<file path="config.mk">
export PLATFORM = sky130hd
export DESIGN_NAME = uart_rx_multisampler
export DESIGN_NICKNAME = d
export VERILOG_FILES = /design/src/rtl/uart_rx_multisampler.sv
export SDC_FILE = /design/constraint.sdc
export NUM_CORES = 1
export LEC_CHECK = 0
export ABC_AREA = 1
export CELL_PAD_IN_SITES_DETAIL_PLACEMENT = 1
export CELL_PAD_IN_SITES_GLOBAL_PLACEMENT = 2
export CORE_ASPECT_RATIO = 1.5
export CORE_MARGIN = 8
export CORE_UTILIZATION = 33
export CTS_CLUSTER_DIAMETER = 100
export DETAILED_ROUTE_END_ITERATION = 10
export PLACE_DENSITY_LB_ADDON = 0.15
export RECOVER_POWER = 25
export SYNTH_ARGS = -nofsm -noshare
export SYNTH_HDL_FRONTEND = slang
export SYNTH_SLANG_ARGS = --single-unit
</file>
<file path="constraint.sdc">
create_clock -name CLK -period 6.65 [get_ports CLK]
set_input_delay 1.33 -clock CLK [delete_from_list [all_inputs] [get_ports CLK]]
set_output_delay 1.33 -clock CLK [all_outputs]
set_load 0.1 [all_outputs]
</file>
<file path="src/rtl/uart_rx_multisampler.sv">
// rtl/uart_rx_multisampler.sv - oversampling majority-vote bit sampler for the UART receiver
module uart_rx_multisampler #(
    parameter int PRESCALE_W  = 6,
    parameter int NUM_SAMPLES = 3,
    parameter int SYNC_STAGES = 2
) (
    input  logic                  CLK,
    input  logic                  RST,
    input  logic                  RX_in,
    input  logic                  dat_samp_en,
    input  logic [PRESCALE_W-1:0] prescale,
    input  logic [PRESCALE_W-1:0] edge_cnt,
    output logic                  rx_sync,
    output logic                  sampled_bit,
    output logic                  sample_valid,
    output logic                  noise_err,
    output logic                  prescale_err
);

    // Capture counter width and a position width with one guard bit above
    // PRESCALE_W+1 so an underflowing first position reads as negative.
    localparam int CW = $clog2(NUM_SAMPLES + 1);
    localparam int XW = PRESCALE_W + 2;
    localparam logic [CW-1:0] CNT_FULL  = CW'(NUM_SAMPLES);
    localparam logic [XW-1:0] HALF_WIN  = XW'(NUM_SAMPLES / 2);
    localparam logic [XW-1:0] WIN_SPAN  = XW'(NUM_SAMPLES - 1);

    logic [XW-1:0]          pre_x;
    logic [XW-1:0]          ec_x;
    logic [XW-1:0]          first_pos;
    logic [XW-1:0]          last_pos;
    logic                   first_neg;
    logic                   legal_now;
    logic                   active;
    logic                   in_window;
    logic                   capture;
    logic                   decide_edge;
    logic [NUM_SAMPLES-1:0] samp_sr;
    logic [CW-1:0]          cap_cnt;
    logic [CW-1:0]          ones;
    logic                   majority;
    logic                   unanimous;

    // RX_in synchroniser; depth 0 passes the line straight through.
    generate
        if (SYNC_STAGES == 0) begin : g_nosync
            assign rx_sync = RX_in;
        end else begin : g_sync
            logic [SYNC_STAGES-1:0] sync_ff;

            // Shift the raw line through the synchroniser chain, idle mark on reset.
            always_ff @(posedge CLK) begin
                if (RST) begin
                    sync_ff <= '1;
                end else begin
                    sync_ff <= (sync_ff << 1) | SYNC_STAGES'(RX_in);
                end
            end

            assign rx_sync = sync_ff[SYNC_STAGES-1];
        end
    endgenerate

    // Sample window centred in the bit: first = ((prescale+1)>>1) - N/2.
    assign pre_x     = {2'b00, prescale};
    assign ec_x      = {2'b00, edge_cnt};
    assign first_pos = ((pre_x + XW'(1)) >> 1) - HALF_WIN;
    assign last_pos  = first_pos + WIN_SPAN;
    assign first_neg = first_pos[XW-1];

    // The whole window must sit strictly before the decision edge.
    assign legal_now = !first_neg && (last_pos < pre_x);

    // Both the registered flag and the live check gate activity, so a
    // prescale change never opens a cycle where capture and decision overlap.
    assign active      = !prescale_err && legal_now;
    assign in_window   = (ec_x >= first_pos) && (ec_x <= last_pos) && (edge_cnt <= prescale);
    assign capture     = dat_samp_en && active && in_window;
    assign decide_edge = dat_samp_en && (edge_cnt == prescale);

    // Count ones in the sample register and detect a unanimous vote.
    always_comb begin
        ones = '0;
        for (int i = 0; i < NUM_SAMPLES; i++) begin
            ones = ones + CW'(samp_sr[i]);
        end
        majority  = (ones > CW'(NUM_SAMPLES / 2));
        unanimous = (samp_sr == '0) || (samp_sr == '1);
    end

    // Capture samples, issue the vote on the decision edge, track prescale legality.
    always_ff @(posedge CLK) begin
        if (RST) begin
            sampled_bit  <= 1'b1;
            sample_valid <= 1'b0;
            noise_err    <= 1'b0;
            prescale_err <= 1'b0;
            samp_sr      <= '0;
            cap_cnt      <= '0;
        end else begin
            prescale_err <= !legal_now;
            sample_valid <= 1'b0;
            noise_err    <= 1'b0;
            if (!dat_samp_en) begin
                cap_cnt <= '0;
            end else if (decide_edge) begin
                cap_cnt <= '0;
                if (active && (cap_cnt == CNT_FULL)) begin
                    sampled_bit  <= majority;
                    sample_valid <= 1'b1;
                    noise_err    <= !unanimous;
                end
            end else if (capture) begin
                samp_sr <= {samp_sr[NUM_SAMPLES-2:0], rx_sync};
                if (cap_cnt != CNT_FULL) begin
                    cap_cnt <= cap_cnt + CW'(1);
                end
            end
        end
    end

endmodule

</file>
==> summary.md <==
| Metric | Value |
|---|---|
| Post-route minimum period | `4.80 ns` |
| Pwr Density | `162 mW/mm^2` |
| Bufs and invs on worst path | `5` |
| DR pass1 iterations | `4` |
| Initial core utilization | `34.0%` |
| Setup ws final | `1.85 ns` |
| Most frequent cell on the critical path | `nand2_1` |
| Rel. slew slack | `33.6%` |
| CTS tree | `done` |
| Grt total ovfl | `0` |
| Most frequent cells in the layout | `nand2_1 (41), inv_1 (35), ha_1 (27)` |
| Crit Path Max Fanout | `6` |
| Finish-stage setup viols | `0` |
| Hold/Removal Path Class | `flip-flop to flip-flop` |
| Fin nets | `273` |
| Ant. Diodes | `0` |
| Maxcap violations | `0` |
| Synth warn | `0` |
| Post-synth EDFFs | `0` |
| # DRC | `0` |
| Share of synthesized flip-flops with an asynchronous set or reset | `0%` |
| R2r worst-path depth | `6` |
| VDD IR max | `0.133 mV` |
| 1st-iter DRT viols | `27` |
| Yosys cell types | `28` |
| Most common cell after layout, fill and taps aside | `nand2_1` |
| RSZ-0062 raised after global routing | `no` |
| GP Congestion | `0.811` |
| CP Class | `input pin to flip-flop` |
| Seq/Total Area, Yosys | `15.4%` |
| FMAX | `209 MHz` |
| Net Count, Synth | `249` |
| Avg Cell Area, Syn | `6.95 sq um` |
| Leakage | `0.000867 uW` |
| DP Worst Slack | `1.58 ns` |
| Crit-path max cell delay | `0.59 ns` |
| Final Hold Vio Count | `0` |
| Critical Path RT | `6.79 ns` |
| Cell Rows | `29` |
| Crit end category | `flip-flop` |
| Status | `completed` |
| H-tree Lvls | `1` |
| Num CTS Buffers | `3` |
| Crit start category | `input pin` |
| Post-CTS resize count | `0` |
| Share of cells above drive strength 1 | `14.8%` |
| Sink Count | `11` |
| CTS root buffer | `clkbuf_8` |
| Dpl hpwl | `3.74 mm` |
| Met1 Resource Use GR | `11.8%` |
| Post-synthesis register bit count | `11` |
| Layout area overhead | `20.4%` |
| Max clock buf depth | `2` |
| Vias per inst | `5.05` |
| Main synth FF type | `dfxtp_1` |
| Total setup buffers inserted after CTS | `0` |
| Vias in the first global route | `1599` |
| Die Width | `69.8 microns` |
| Pin count of the biggest net entering global routing | `9` |
| Setup Skew | `0.000341 ns` |
| Die area | `0.00675 sq mm` |
| Fin crit share | `72.1%` |
| Min-Delay Path Depth | `1` |
| Clk_lat worst skew | `0.24 ns` |
| Chip height | `96.7 microns` |
| CP arrival | `4.93 ns` |
| Post-CTS Hold Buffers | `0` |
| Ports | `21` |
| Gate Count Post-Synth | `206` |
| Fillers | `548` |
| Worst-Margin Slew | `0.993 ns` |
| Routing usage on met2 | `26.2%` |
| Antenna Nets Post-Route | `0` |
| Slowest library cell on the worst path | `clkdlybuf4s50_1` |
| Detailed Route WL | `4.18 mm` |
| Setup TNS | `0 ns` |
| First-pass GRT wire length | `7.30 mm` |
| Initial antenna violation count | `0` |
| Crit path depth | `25` |
| Layer with the highest usage | `met2` |
| Crit-path leading delay family | `simple AND/OR/NAND/NOR gates` |
| CTS clk-pin slew, worst paths | `0.05 ns` |
| Max-slew violations | `0` |
| DR WL/cell | `15.2 microns` |
| Mapped cell area | `0.00143 sq mm` |
| Vias | `1390` |
| PortBufs | `20` |
| Met3 usage | `1.43%` |
| Area of the core | `0.00421 sq mm` |
| Total GRT Usage | `12.8%` |
cells by family after synthesis:
| group | after synthesis | synth area share, % |
|---|---|---|
| compound gates | 23 | 9.43 |
| xor+xnor | 6 | 3.67 |
| fa+ha+maj | 27 | 23.6 |
| buf+inv | 39 | 10.8 |
| flops | 11 | 15.4 |
| simple gates | 100 | 37.1 |
sequential cells by signal, summed over array words and instances, names as in the netlist:
name / flops
samp_sr: 3
cap_cnt: 2
g_sync.sync_ff: 2
noise_err: 1
prescale_err: 1
sample_valid: 1
sampled_bit: 1
path summary, 6_finish.rpt:
path                            slack [ns]                 to              start
worst max-delay path                  1.85         samp_sr[0]        prescale[0]
worst min-delay path                  0.41  g_sync.sync_ff[1]  g_sync.sync_ff[0]
worst max register to register        5.39        sampled_bit         cap_cnt[0]
worst min register to register        0.41  g_sync.sync_ff[1]  g_sync.sync_ff[0]
cells in the mapped netlist, drive strengths merged, types with 4 or more instances:
library cell  instances  area, sq um
a21oi                15         78.8
dfxtp                11          220
ha                   27          338
inv                  37          139
nand2                52          233
nand3                15          110
nand4                 8         71.3
nor2                 20         87.6
o21ai                 6         30.0
xor2                  4         35.0
where the power goes:
part / switching (uW) / internal [uW] / leakage (uW)
registers: 2.49 / 69.4 / 0.0000895
logic: 86.7 / 53.2 / 0.000752
clock network: 25.9 / 41.2 / 0.0000255
per-layer routing:
metal | vias to the layer above | part of all wire (%) | routed length (microns)
met3 | 9 | 2.4 | 101
li1 | 709 | - | -
met1 | 649 | 35 | 1470
met4 | 0 | 3.6 | 150
met5 | - | 0 | 0
met2 | 23 | 59 | 2460
cell type report:
type                            count  area (sq um)  area share (%)
Sequential cell                    11           220            12.8
Multi-Input combinational cell    156          1060            61.3
Timing Repair Buffer               20           200            11.6
Tap cell                           46          57.6            3.34
Inverter                           38           144            8.34
Clock inverter                      1          5.00           0.290
Clock buffer                        3          41.3            2.39
through the flow:
| step | instance area (sq um) | util (%) | std cells | hold WS [ns] | total power (uW) |
|---|---|---|---|---|---|
| finish | 1730 | 41.0 | 275 | 0.415 | 279 |
| floorplan | 1430 | - | 206 | 0.389 | 173 |
| global placement | 1680 | 39.9 | 271 | 0.402 | 209 |
| CTS | 1730 | 41.0 | 275 | 0.419 | 285 |
| global route | 1730 | 41.0 | 275 | 0.444 | 304 |
| detailed placement | 1680 | 39.9 | 271 | 0.403 | 215 |
No activity file was read; power rests on OpenSTA's default activity.
